## config.mk

```make
export PLATFORM = sky130hd
export DESIGN_NAME = switchbox_cfg_loader_flat
export DESIGN_NICKNAME = d
export VERILOG_FILES = /design/src/rtl/switchbox_cfg_loader_if.sv /design/src/rtl/switchbox_cfg_loader.sv /design/src/flat_wrapper.sv
export SDC_FILE = /design/constraint.sdc
export NUM_CORES = 1
export LEC_CHECK = 0
export ABC_AREA = 1
export CAP_MARGIN = 40
export CORE_ASPECT_RATIO = 1.4
export CORE_MARGIN = 10
export CORE_UTILIZATION = 30
export CTS_BUF_LIST = sky130_fd_sc_hd__clkbuf_16
export CTS_CLUSTER_SIZE = 14
export DETAILED_ROUTE_END_ITERATION = 8
export SLEW_MARGIN = 40
export SYNTH_ARGS = -nofsm -noshare
export SYNTH_HDL_FRONTEND = slang
export SYNTH_SLANG_ARGS = --single-unit
```

## constraint.sdc

```tcl
create_clock -name clk -period 26 [get_ports clk]
set_clock_uncertainty 0.1 [all_clocks]
set_input_delay 5.2 -clock clk [delete_from_list [all_inputs] [get_ports clk]]
set_output_delay 5.2 -clock clk [all_outputs]
set_load 0.01 [all_outputs]
```

## src/rtl/switchbox_cfg_loader_if.sv

```systemverilog
// Configuration bitstream and committed-selector bus between the fabric
// config port and one switch-matrix loader.
interface switchbox_cfg_loader_if #(
   parameter int NTOP  = 5,
   parameter int NSIDE = 4,
   parameter int SELW  = 6
);
   localparam int NENT = 2 * NTOP + 2 * NSIDE;

   logic                   cfg_din;
   logic                   cfg_valid;
   logic                   cfg_abort;
   logic [NENT*SELW-1:0]   route_cfg;
   logic                   cfg_busy;
   logic                   cfg_done;
   logic                   cfg_err;

   modport master (
      output cfg_din, cfg_valid, cfg_abort,
      input  route_cfg, cfg_busy, cfg_done, cfg_err
   );

   modport slave (
      input  cfg_din, cfg_valid, cfg_abort,
      output route_cfg, cfg_busy, cfg_done, cfg_err
   );
endinterface

```

## src/rtl/switchbox_cfg_loader.sv

```systemverilog
// Serial loader: hunts for the sync byte, shifts selectors into a shadow, range-checks
// and commits them atomically. Define CFG_CHK_EN to add the trailing XOR checksum.
module switchbox_cfg_loader #(
   parameter int         NTOP  = 5,
   parameter int         NSIDE = 4,
   parameter int         SELW  = 6,
   parameter logic [7:0] SYNC  = 8'hA5
) (
   input  logic                 clk,
   input  logic                 rst,
   switchbox_cfg_loader_if.slave cfg
);
   localparam int NENT = 2 * NTOP + 2 * NSIDE;
   localparam int W    = NENT * SELW;
   localparam int CW   = $clog2(W);
   localparam int SW   = $clog2(SELW);

   typedef enum logic [1:0] {
      HUNT   = 2'd0,
      LOAD   = 2'd1,
      COMMIT = 2'd2
`ifdef CFG_CHK_EN
      , CHECK = 2'd3
`endif
   } state_t;

   state_t          state_r, state_s;
   logic [7:0]      sync_r, sync_s;
   logic [CW-1:0]   bit_cnt_r, bit_cnt_s;
   logic [SW-1:0]   sub_cnt_r, sub_cnt_s;
   logic [SELW-1:0] ent_r, ent_s, ent_nxt_s;
   logic [W-1:0]    shadow_r, shadow_s;
   logic [W-1:0]    route_r, route_s;
   logic            busy_r, busy_s;
   logic            done_r, done_s;
   logic            err_r, err_s;
   logic            ok_s;
`ifdef CFG_CHK_EN
   logic [SELW-1:0] chk_r, chk_s;
`endif

   function automatic logic entry_ok(input logic [SELW-1:0] e);
      logic [SELW-4:0] idx;
      idx = e[SELW-1:3];
      case (e[2:0])
         3'd0:       entry_ok = 1'b1;
         3'd1, 3'd3: entry_ok = (int'(idx) < NTOP);
         3'd2, 3'd4: entry_ok = (int'(idx) < NSIDE);
         default:    entry_ok = 1'b0;
      endcase
   endfunction

   function automatic logic frame_ok(input logic [W-1:0] s);
      frame_ok = 1'b1;
      for (int e = 0; e < NENT; e++) begin
         frame_ok = frame_ok & entry_ok(s[SELW*e +: SELW]);
      end
   endfunction

`ifdef CFG_CHK_EN
   function automatic logic [SELW-1:0] xor_sum(input logic [W-1:0] s);
      xor_sum = {SELW{1'b0}};
      for (int e = 0; e < NENT; e++) begin
         xor_sum = xor_sum ^ s[SELW*e +: SELW];
      end
   endfunction
`endif

   // Next-state, datapath and registered-output next values
   always_comb begin
      state_s   = state_r;
      sync_s    = sync_r;
      bit_cnt_s = bit_cnt_r;
      sub_cnt_s = sub_cnt_r;
      ent_s     = ent_r;
      shadow_s  = shadow_r;
      route_s   = route_r;
      done_s    = 1'b0;
      err_s     = 1'b0;
      ok_s      = 1'b0;
      ent_nxt_s = {ent_r[SELW-2:0], cfg.cfg_din};
`ifdef CFG_CHK_EN
      chk_s     = chk_r;
`endif
      case (state_r)
         HUNT: begin
            if (cfg.cfg_abort) begin
               sync_s = 8'h00;
            end else if (cfg.cfg_valid) begin
               if ({sync_r[6:0], cfg.cfg_din} == SYNC) begin
                  state_s   = LOAD;
                  sync_s    = 8'h00;
                  bit_cnt_s = {CW{1'b0}};
                  sub_cnt_s = {SW{1'b0}};
               end else begin
                  sync_s = {sync_r[6:0], cfg.cfg_din};
               end
            end else begin
               sync_s = sync_r;
            end
         end
         LOAD: begin
            if (cfg.cfg_abort) begin
               state_s = HUNT;
            end else if (cfg.cfg_valid) begin
               ent_s     = ent_nxt_s;
               bit_cnt_s = bit_cnt_r + CW'(1);
               // Completed entries enter at the top so entry 0 ends up lowest
               if (sub_cnt_r == SW'(SELW - 1)) begin
                  shadow_s  = {ent_nxt_s, shadow_r[W-1:SELW]};
                  sub_cnt_s = {SW{1'b0}};
               end else begin
                  sub_cnt_s = sub_cnt_r + SW'(1);
               end
               if (bit_cnt_r == CW'(W - 1)) begin
                  bit_cnt_s = {CW{1'b0}};
`ifdef CFG_CHK_EN
                  state_s   = CHECK;
`else
                  state_s   = COMMIT;
`endif
               end else begin
                  state_s = LOAD;
               end
            end else begin
               state_s = LOAD;
            end
         end
`ifdef CFG_CHK_EN
         CHECK: begin
            if (cfg.cfg_abort) begin
               state_s = HUNT;
            end else if (cfg.cfg_valid) begin
               chk_s     = {chk_r[SELW-2:0], cfg.cfg_din};
               bit_cnt_s = bit_cnt_r + CW'(1);
               if (bit_cnt_r == CW'(SELW - 1)) begin
                  state_s = COMMIT;
               end else begin
                  state_s = CHECK;
               end
            end else begin
               state_s = CHECK;
            end
         end
`endif
         COMMIT: begin
`ifdef CFG_CHK_EN
            ok_s = frame_ok(shadow_r) && (chk_r == xor_sum(shadow_r));
`else
            ok_s = frame_ok(shadow_r);
`endif
            if (ok_s) begin
               route_s = shadow_r;
               done_s  = 1'b1;
            end else begin
               err_s   = 1'b1;
            end
            state_s = HUNT;
            // A bit arriving during commit is already the first hunt bit
            sync_s  = cfg.cfg_valid ? {7'b0000000, cfg.cfg_din} : 8'h00;
         end
         default: begin
            state_s = HUNT;
            sync_s  = 8'h00;
         end
      endcase
      busy_s = (state_s != HUNT);
   end

   // State and output registers
   always_ff @(posedge clk or posedge rst) begin
      if (rst) begin
         state_r   <= HUNT;
         sync_r    <= 8'h00;
         bit_cnt_r <= {CW{1'b0}};
         sub_cnt_r <= {SW{1'b0}};
         ent_r     <= {SELW{1'b0}};
         shadow_r  <= {W{1'b0}};
         route_r   <= {W{1'b0}};
         busy_r    <= 1'b0;
         done_r    <= 1'b0;
         err_r     <= 1'b0;
`ifdef CFG_CHK_EN
         chk_r     <= {SELW{1'b0}};
`endif
      end else begin
         state_r   <= state_s;
         sync_r    <= sync_s;
         bit_cnt_r <= bit_cnt_s;
         sub_cnt_r <= sub_cnt_s;
         ent_r     <= ent_s;
         shadow_r  <= shadow_s;
         route_r   <= route_s;
         busy_r    <= busy_s;
         done_r    <= done_s;
         err_r     <= err_s;
`ifdef CFG_CHK_EN
         chk_r     <= chk_s;
`endif
      end
   end

   assign cfg.route_cfg = route_r;
   assign cfg.cfg_busy  = busy_r;
   assign cfg.cfg_done  = done_r;
   assign cfg.cfg_err   = err_r;
endmodule

```

## src/flat_wrapper.sv

```systemverilog
// flat-port wrapper written by rule: the top's interface ports become plain ports
module switchbox_cfg_loader_flat 
#(
   parameter int         NTOP  = 5,
   parameter int         NSIDE = 4,
   parameter int         SELW  = 6,
   parameter logic [7:0] SYNC  = 8'hA5
)
  (clk, rst, cfg_cfg_din, cfg_cfg_valid, cfg_cfg_abort, cfg_route_cfg, cfg_cfg_busy, cfg_cfg_done, cfg_cfg_err);
  switchbox_cfg_loader_if #(.NTOP(NTOP), .NSIDE(NSIDE), .SELW(SELW)) cfg_i ();
  input  logic clk;
  input  logic rst;
  input wire logic [$bits(cfg_i.cfg_din)-1:0] cfg_cfg_din;
  input wire logic [$bits(cfg_i.cfg_valid)-1:0] cfg_cfg_valid;
  input wire logic [$bits(cfg_i.cfg_abort)-1:0] cfg_cfg_abort;
  output wire logic [$bits(cfg_i.route_cfg)-1:0] cfg_route_cfg;
  output wire logic [$bits(cfg_i.cfg_busy)-1:0] cfg_cfg_busy;
  output wire logic [$bits(cfg_i.cfg_done)-1:0] cfg_cfg_done;
  output wire logic [$bits(cfg_i.cfg_err)-1:0] cfg_cfg_err;
  assign cfg_i.cfg_din = cfg_cfg_din;
  assign cfg_i.cfg_valid = cfg_cfg_valid;
  assign cfg_i.cfg_abort = cfg_cfg_abort;
  assign cfg_route_cfg = cfg_i.route_cfg;
  assign cfg_cfg_busy = cfg_i.cfg_busy;
  assign cfg_cfg_done = cfg_i.cfg_done;
  assign cfg_cfg_err = cfg_i.cfg_err;
  switchbox_cfg_loader #(.NTOP(NTOP), .NSIDE(NSIDE), .SELW(SELW), .SYNC(SYNC)) u_core (.clk(clk), .rst(rst), .cfg(cfg_i));
endmodule
```

# Word level (Yosys, flattened, before mapping)
# Cells that the tools add are included.
[totals]
ff_bits = 243
inputBits = 5
output_inout_bits = 111
wordCells = 278
[op_classes]
n_addsub = 2
order_cmp = 36
n_eq_ne = 83
mux = 66
bitwise_logic = 19
reduce_logical = 62
[op_table]
columns = ["operator", "n"]
rows = [
  ["3-bit by 2-bit == test with 1-bit output (second input constant)", 36],
  ["3-bit < comparator (second input constant)", 36],
  ["2-bit OR reduction", 36],
  ["7-bit two-way mux", 9],
  ["3-bit == test (second input constant)", 19],
  ["3-bit by 1-bit == test with 1-bit output (second input constant)", 18],
  ["3-bit zero test", 18],
  ["1-bit one-hot mux with 3 select lines", 18],
  ["1-bit two-way mux", 23],
  ["7-bit one-hot mux with 3 select lines", 1],
  ["3-bit two-way mux", 6],
  ["1-bit bitwise AND", 17],
  ["7-bit one-hot mux with 2 select lines", 1],
  ["2-bit two-way mux", 6],
  ["8-bit == test (second input constant)", 1],
  ["2-bit inequality test (second input constant)", 4],
  ["7-bit by 1-bit adder with 7-bit output (second input constant)", 1],
  ["7-bit == test (second input constant)", 1],
  ["3-bit one-hot mux with 2 select lines", 1],
  ["6-bit AND reduction", 1],
  ["2-bit one-hot mux with 2 select lines", 1],
  ["2-bit AND reduction", 2],
  ["4-bit AND reduction", 1],
  ["2-bit nonzero test", 2],
  ["8 further kinds", 9],
]

# Longest topological paths before layout
# Gate-level depths: netlist of the first run.
[depth]
word_depth = 23
mapped_depth = 15

# Least setup slack after synthesis of the first run
# OpenSTA, ideal clock, no wires.
[synth_timing]
path_kind = "input -> register"
startpoint = "input port cfg_cfg_abort"
endpoint = "register u_core.sync_r[1]"
t_arrival_ns = 6.152
t_required_ns = 25.768
slack_ns = 19.616
cell_stages = 5
path_buffers = 1
path_cell_list = "nor3_1 a21oi_1 clkbuf_1 nand3_1 o21ai_0"
[synth_between]
elab_chain_cells = 2
word_cells_on_any_way = 4
classes_between = "1 x eq/ne; 2 x mux; 1 x reduce/logical"
[synth_rtl]
columns = ["element", "line", "text"]
rows = [
  ["from (decl)", "flat_wrapper.sv:15", "input wire logic [$bits(cfg_i.cfg_abort)-1:0] cfg_cfg_abort;"],
  ["7-bit two-way mux / 3-bit inequality test (equally long branches)", "--", ""],
  ["7-bit one-hot mux with 3 select lines / 2-bit AND reduction (equally long branches)", "--", ""],
  ["to (signal assigned)", "switchbox_cfg_loader.sv:188", "sync_r <= sync_s;"],
  ["to (decl)", "switchbox_cfg_loader.sv:28", "logic [7:0] sync_r, sync_s;"],
]
# Several ways; a longest one is shown, not always the timed one.
# A chain may end at the register's enable or synchronous reset.

# Final worst setup path of the first run
[layout_timing]
startpoint = "input port cfg_cfg_valid"
endpoint = "register u_core.shadow_r[35]"
[layout_between]
elab_chain_cells = 1
[layout_rtl]
columns = ["element", "line", "text"]
rows = [
  ["from (decl)", "flat_wrapper.sv:14", "input wire logic [$bits(cfg_i.cfg_valid)-1:0] cfg_cfg_valid;"],
  ["4-bit AND reduction (no line)", "--", ""],
  ["to (signal assigned)", "switchbox_cfg_loader.sv:178", "shadow_r <= {W{1'b0}};"],
  ["to (signal assigned)", "switchbox_cfg_loader.sv:192", "shadow_r <= shadow_s;"],
  ["to (decl)", "switchbox_cfg_loader.sv:32", "logic [W-1:0] shadow_r, shadow_s;"],
]
# Every way passes these cells.

==> insert_results.sql, run 1 <==
INSERT INTO impl_metrics (metric_group, metric, value, unit) VALUES
('layout', 'finalNonFillerCells', '1711', ''),
('clock_network', 'clock_path_buffers', '3', ''),
('power', 'vdd.ir_drop.worst', '0.0296', 'mV'),
('clock_network', 'tritoncts_clock_tree', 'yes', ''),
('timing', 'worstMarginPinSlew', '771', 'ps'),
('yosys', 'syn-instance-count', '1165', ''),
('critical_path', 'critical_path_endpoint_category', 'flip-flop', ''),
('layout', 'finalNetCount', '1249', ''),
('drt', 'postRouteWirelength', '24700', 'µm'),
('layout', 'num_antenna_cells', '0', ''),
('drt', 'vias_per_cell', '4.59', ''),
('timing', 'report.final.setup_viol', '0', ''),
('drt', 'post_drt_wl_per_cell', '14.4', 'µm'),
('timing', 'setup_ws', '18690', 'ps'),
('drt', 'remaining_drc_errors', '0', ''),
('placement', 'place_hpwl', '16500', 'µm'),
('timing', 'finalCritPeriodShare', '28.1', '%'),
('die', 'die_width', '176', 'µm'),
('die', 'io-pin-count', '116', ''),
('die', 'die-area', '42200', 'µm²'),
('critical_path', 'cp-startpoint', 'cfg_cfg_valid', ''),
('hold_path', 'min-delay-path-class', 'flip-flop to flip-flop', ''),
('status', 'status', 'complete, no violations', ''),
('critical_path', 'cp_data_arrival_time', '7620', 'ps'),
('layout', 'drive_gt1_share', '4.68', '%'),
('die', 'initial_utilization', '30.3', '%'),
('die', 'fp.coreArea', '33900', 'µm²'),
('die', 'fp.dieH', '239', 'µm'),
('placement', 'placed_cells', '1667', ''),
('timing', 'final_hold_slack', '366', 'ps'),
('critical_path', 'crit-reg2reg-launch', 'u_core.shadow_r[0]$_DFFE_PP0P_', ''),
('yosys', 'synthMuxAreaShare', '1.20', '%'),
('global_route', 'overflow', '0', ''),
('timing', 'achievable-frequency', '137', 'MHz'),
('yosys', 'yosysTopAreaCellShare', '59.2', '%'),
('yosys', 'synthSimpleGateAreaFrac', '24.9', '%'),
('power', 'total_switching_power', '169', 'µW'),
('run', 'drv.max_cap_violation_count', '0', ''),
('clock_network', 'cts-resized-gates', '0', ''),
('critical_path', 'critPathRequiredTime', '26300', 'ps'),
('timing', 'relSlewSlack', '48.6', '%'),
('clock_network', 'postCtsSetupRepairBufs', '0', ''),
('yosys', 'largest_family_of_logic_cells_by_synthesized_area', 'simple AND/OR/NAND/NOR gates', ''),
('yosys', 'fraction_of_synthesized_cell_area_in_xor_and_xnor_cells', '0.0852', '%'),
('clock_network', 'worst_setup_hold_path_clk_slew', '60', 'ps'),
('power', 'power.share.sequential', '51.4', '%'),
('timing', 'post_route_setup_tns', '0', 'ps'),
('power', 'cellInternalPower', '583', 'µW'),
('global_route', 'grt_first_pass_wirelength', '41400', 'µm'),
('timing', 'rsz0062_at_grt', 'false', ''),
('yosys', 'netlist_area', '10300', 'µm²'),
('global_route', 'grt_start_max_net_pins', '110', ''),
('global_route', 'track_usage', '11.7', '%'),
('placement', 'detailedPlace.worstSlack', '17630', 'ps'),
('yosys', 'synth-adder-area-share', '0.122', '%'),
('power', 'clkPwrFrac', '44.9', '%'),
('clock_network', 'insertion_delay', '520', 'ps'),
('yosys', 'yosys_register_bits', '243', ''),
('timing', 'period_minus_slack', '7320', 'ps'),
('drt', 'num_vias', '7860', ''),
('power', 'p_comb_share', '3.6', '%'),
('drt', 'final_ant_viol_nets', '0', ''),
('critical_path', 'worst_setup_path_start_kind', 'primary input', ''),
('timing', 'hold_violations', '0', ''),
('yosys', 'synth-warning-count', '0', ''),
('yosys', 'synth_compound_gate_area_share', '6.89', '%'),
('global_route', 'grt_pass1_vias', '7973', ''),
('clock_network', 'root_cell_of_the_clock_tree', 'clkbuf_16', ''),
('power', 'power_density', '59.9', 'nW/µm²'),
('yosys', 'net_count_of_the_mapped_netlist', '1171', ''),
('power', 'p_leak', '6.02', 'nW');
worst max-delay path, stage by stage:
cell             delay [ps]
clkdlybuf4s50_1         460
inv_1                    80
nor2_1                  140
inv_1                   100
nor2_2                  390
nand2_8                 420
buf_6                   430
mux2_2                  340
cell usage in the layout, fill, tap and decap left out, types with 16 or more instances in the layout:
cell / count
nor2_1: 36
inv_1: 115
nand3_1: 37
dfrtp_1: 243
o21ai_0: 105
nand2_1: 386
clkbuf_16: 25
nand4_1: 111
clkdlybuf4s50_1: 115
a21oi_1: 16
cells in the mapped netlist:
master and n:
nand3_1 38, or2_2 1, mux2_2 11, nor4_1 2
o21ai_1 5, buf_2 42, a31oi_1 1, a21oi_1 17
clkbuf_1 23, o21a_1 2, a22oi_1 1, ha_1 1
nand3b_1 1, inv_1 112, nor3_1 6, a211oi_1 1
o22a_1 1, buf_1 1, xor2_1 1, nor2_4 1
o32ai_1 1, nor2_2 1, nand2_1 387, nand4_1 111
nor2_1 39, buf_4 3, o21ai_0 105, buf_6 4
o22ai_1 3, dfrtp_1 243
flip-flops by register name, summed over array words and instances (netlist names):
register              flops
u_core.cfg.cfg_done       1
u_core.shadow_r         108
u_core.cfg.cfg_err        1
u_core.sync_r             7
u_core.state_r            2
u_core.cfg.cfg_busy       1
u_core.ent_r              5
u_core.sub_cnt_r          3
u_core.bit_cnt_r          7
u_core.cfg.route_cfg    108
power by group through the flow:
stage / Combinational, mW / Sequential [mW] / Clock (mW)
after floorplan: 0.0199 / 0.393 / 0
after global placement: 0.0276 / 0.393 / 0
after CTS: 0.0284 / 0.386 / 0.350
after global routing: 0.0322 / 0.387 / 0.362
final: 0.0274 / 0.386 / 0.338
after detailed placement: 0.0283 / 0.393 / 0
through the flow:
step	cell area, µm²	utilization, %	power, mW
global route	12500	36.9	0.781
global placement	11700	34.6	0.421
CTS	12500	36.9	0.764
detailed placement	11800	34.6	0.422
finish	12500	36.9	0.751
floorplan	10300	-	0.413
routing by layer:
metal	vias to the layer above	share of wire, %	wire (µm)	GRT usage, %
li1	3950	-	-	-
met1	3754	42	10500	14.1
met2	121	50	12400	20.4
met3	35	4.9	1200	2.29
met4	0	2.4	597	3.98
met5	-	0	0	0
final timing paths:
| check | endpoint | slack, ps | depth (start not counted) |
|---|---|---|---|
| worst max-delay path | u_core.shadow_r[35]$_DFFE_PP0P_ | 18690 | 8 |
| worst min-delay path | u_core.cfg.route_cfg[33]$_DFFE_PP0P_ | 370 | 2 |
| worst max register to register | u_core.cfg.route_cfg[98]$_DFFE_PP0P_ | 23080 | 9 |
| worst min register to register | u_core.cfg.route_cfg[33]$_DFFE_PP0P_ | 370 | 2 |
| max in group asynchronous | u_core.cfg.route_cfg[62]$_DFFE_PP0P_ | 19030 | 4 |
| min in group asynchronous | u_core.cfg.route_cfg[7]$_DFFE_PP0P_ | 5070 | 2 |
final cells by class:
class,count,area [µm²],share of cell area [%]
Tap cell,451,564,4.50
Inverter,112,428,3.41
Clock buffer,25,626,4.99
Clock inverter,19,130,1.04
Sequential cell,243,6080,48.5
Timing Repair Buffer,124,1240,9.89
Multi-Input combinational cell,737,3470,27.7
logic make-up (layout without fill, tap and decap cells):
| group | Yosys count | after routing |
|---|---|---|
| AO/OA/AOI/OAI | 137 | 137 |
| AND/OR/NAND/NOR | 587 | 587 |
| multiplexers | 11 | 11 |
| buffers and inverters | 185 | 280 |
| flip-flops | 243 | 243 |
| adder cells (fa/ha/maj) | 1 | 1 |
| XOR/XNOR | 1 | 1 |
No activity file was read; power rests on OpenSTA's default activity.
==> inputs of run 2 (changes only) <==
==> constraint.sdc (replaced) <==
create_clock -name clk -period 6.4 [get_ports clk]
set_clock_uncertainty 0.1 [all_clocks]
set_input_delay 1.28 -clock clk [delete_from_list [all_inputs] [get_ports clk]]
set_output_delay 1.28 -clock clk [all_outputs]
set_load 0.01 [all_outputs]
==> run 2 against run 1 <==
  * Critical path depth increased by 1
  * Routed wire length increased by 1.4%
  * Die area unchanged
  * Clock power increased to 3.8 times the previous value
  * Sequential power increased to 4.1 times the previous value
  * Highest routed layer unchanged
  * Via count increased by 0.43%
  * Cell count increased by 0.12%
  * Register-to-register slack got worse by 20000 ps
  * First-iteration DRC count decreased by 14%
  * Sequential cell count unchanged
  * Utilization decreased by 0.077 points
  * Global-route usage increased by 0.10 points
==> insert_results.sql, run 2 (synthesis gave the netlist of run 1 again) <==
INSERT INTO impl_metrics (metric_group, metric, value, unit) VALUES
('layout', 'finalNonFillerCells', '1713', ''),
('timing', 'setup_ws', '2920', 'ps'),
('placement', 'place_hpwl', '16700', 'µm'),
('critical_path', 'cp_data_arrival_time', '3800', 'ps'),
('power', 'total_switching_power', '691', 'µW'),
('critical_path', 'path_max_fanout', '110', ''),
('timing', 'final_hold_slack', '369', 'ps'),
('global_route', 'overflow', '0', ''),
('die', 'row_count', '80', ''),
('placement', 'place.port_buffers', '115', ''),
('layout', 'num_antenna_cells', '0', ''),
('timing', 'report.final.setup_viol', '0', ''),
('critical_path', 'crit-reg2reg-launch', 'u_core.shadow_r[0]$_DFFE_PP0P_', ''),
('clock_network', 'cts_hold_repair.buffers', '0', ''),
('power', 'clkPwrFrac', '43.6', '%'),
('critical_path', 'timing.setup.critical_path_class', 'primary input to flip-flop', ''),
('global_route', 'grt_antenna_before_repair', '0', ''),
('critical_path', 'critical_path_endpoint_category', 'flip-flop', ''),
('drt', 'post_drt_wl_per_cell', '14.6', 'µm'),
('global_route', 'grt_start_max_net_pins', '131', ''),
('timing', 'achievable-frequency', '287', 'MHz'),
('critical_path', 'worst_setup_path_start_kind', 'primary input', ''),
('critical_path', 'r2r_worst_path_depth', '9', ''),
('die', 'die_width', '176', 'µm'),
('global_route', 'grt_pass1_vias', '7966', ''),
('clock_network', 'tritoncts_buffer_count', '25', ''),
('drt', 'first_iter_violations', '481', ''),
('layout', 'layout.core_utilization', '36.9', '%'),
('timing', 'relSlewSlack', '45.6', '%'),
('drt', 'final_ant_viol_nets', '0', ''),
('die', 'die-area', '42200', 'µm²'),
('timing', 'hold_violations', '0', ''),
('hold_path', 'hold_path_startpoint', 'u_core.cfg.route_cfg[10]$_DFFE_PP0P_', ''),
('layout', 'synthToLayoutAreaGrowth', '21.7', '%'),
('drt', 'remaining_drc_errors', '0', ''),
('status', 'status', 'complete, no violations', ''),
('power', 'cellInternalPower', '2.29', 'mW'),
('power', 'total_power', '2.98', 'mW'),
('layout', 'drive_gt1_share', '5.07', '%'),
('die', 'fp.coreArea', '33900', 'µm²'),
('drt', 'num_vias', '7894', ''),
('hold_path', 'min-delay-path-class', 'flip-flop to flip-flop', ''),
('critical_path', 'rr_endpoint', 'u_core.cfg.route_cfg[107]$_DFFE_PP0P_', ''),
('power', 'power.switching_fraction', '23.2', '%'),
('power', 'vdd.ir_drop.worst', '0.147', 'mV'),
('timing', 'final_max_slew_viol_count', '0', ''),
('die', 'fp.dieH', '239', 'µm'),
('drt', 'vias_per_cell', '4.61', ''),
('placement', 'gp_routability_congestion', '0.816', ''),
('drt', 'postRouteWirelength', '25100', 'µm'),
('layout', 'finish.instance_area', '12500', 'µm²'),
('hold_path', 'hold-path-cell-count', '2', ''),
('timing', 'finalCritPeriodShare', '54.4', '%'),
('hold_path', 'whs_endpoint', 'u_core.cfg.route_cfg[10]$_DFFE_PP0P_', ''),
('layout', 'layout.cells.most_common_list', 'nand2_1 (386), dfrtp_1 (243), inv_1 (119), clkdlybuf4s50_1 (115), nand4_1 (111)', ''),
('timing', 'worstMarginPinSlew', '816', 'ps'),
('timing', 'rsz0062_at_grt', 'false', ''),
('clock_network', 'cts_sinks', '243', ''),
('global_route', 'track_usage', '11.8', '%'),
('clock_network', 'cts-resized-gates', '0', ''),
('timing', 'post_route_setup_tns', '0', 'ps'),
('clock_network', 'clock_path_buffers', '3', ''),
('die', 'io-pin-count', '116', ''),
('critical_path', 'ff2ff_setup_slack', '3390', 'ps'),
('critical_path', 'critPathRequiredTime', '6710', 'ps'),
('layout', 'layout.cells.most_common', 'nand2_1', ''),
('placement', 'detailedPlace.worstSlack', '2040', 'ps'),
('clock_network', 'tritoncts_clock_tree', 'yes', ''),
('layout', 'finalNetCount', '1250', ''),
('clock_network', 'insertion_delay', '530', 'ps'),
('die', 'initial_utilization', '30.3', '%'),
('clock_network', 'postCtsSetupRepairBufs', '0', ''),
('timing', 'period_minus_slack', '3480', 'ps'),
('placement', 'detailed_place.area', '11800', 'µm²'),
('power', 'p_comb_share', '3.8', '%'),
('global_route', 'grt_first_pass_wirelength', '41600', 'µm'),
('clock_network', 'worst_setup_hold_path_clk_slew', '60', 'ps'),
('power', 'p_leak', '6.03', 'nW'),
('clock_network', 'cts.htree.levels', '1', ''),
('clock_network', 'root_cell_of_the_clock_tree', 'clkbuf_16', ''),
('power', 'power.share.sequential', '52.6', '%'),
('power', 'power_density', '239', 'nW/µm²'),
('drt', 'firstDrtPassIters', '4', ''),
('placement', 'placed_cells', '1668', ''),
('run', 'drv.max_cap_violation_count', '0', '');
[run 2: cell count changes in the layout (fill, tap and decap cells not counted), sizes merged]
cell and change:
clkinv -3, bufinv -2, buf +2, clkbuf -1
inv +4, clkinvlp +2
[run 2: routing by layer]
metal / vias up / wire length, µm / GRT usage (%)
li1: 3953 / - / -
met1: 3789 / 10800 / 14.4
met2: 124 / 12600 / 20.5
met4: 0 / 468 / 3.57
met5: - / 0 / 0
met3: 28 / 1200 / 2.32
[run 2: final cells by class]
cell class | count | area [µm²]
Fill cell | 3474 | 21400
Sequential cell | 243 | 6080
Multi-Input combinational cell | 737 | 3450
Timing Repair Buffer | 125 | 1260
Clock buffer | 25 | 626
Tap cell | 451 | 564
Inverter | 112 | 424
Clock inverter | 20 | 96.3
[run 2: power groups by stage]
stage / clock [mW] / sequential [mW] / combinational, mW
final: 1.30 / 1.57 / 0.113
after global routing: 1.41 / 1.57 / 0.131
after global placement: 0 / 1.60 / 0.115
after detailed placement: 0 / 1.60 / 0.118
after CTS: 1.35 / 1.57 / 0.118
after floorplan: 0 / 1.60 / 0.0809
[run 2: worst max-delay path by stage]
stage / start / endpoint / slack, ps / cells after the start
floorplan: rst / u_core.bit_cnt_r[0]$_DFFE_PP0P_ / 1830 / 1
global placement: cfg_cfg_valid / u_core.shadow_r[5]$_DFFE_PP0P_ / 2060 / 9
detailed placement: cfg_cfg_abort / u_core.shadow_r[17]$_DFFE_PP0P_ / 2040 / 8
CTS: cfg_cfg_abort / u_core.shadow_r[11]$_DFFE_PP0P_ / 2600 / 8
global route: cfg_cfg_valid / u_core.shadow_r[35]$_DFFE_PP0P_ / 2740 / 9
finish: cfg_cfg_valid / u_core.shadow_r[5]$_DFFE_PP0P_ / 2920 / 9
[run 2: critical path, cell delays in order]
cell and delay, ps:
clkdlybuf4s50_1 400, inv_1 130, nor2_1 70, inv_1 90, nor2_1 160, nand2_4 100, buf_6 460, buf_6 590
mux2_2 400
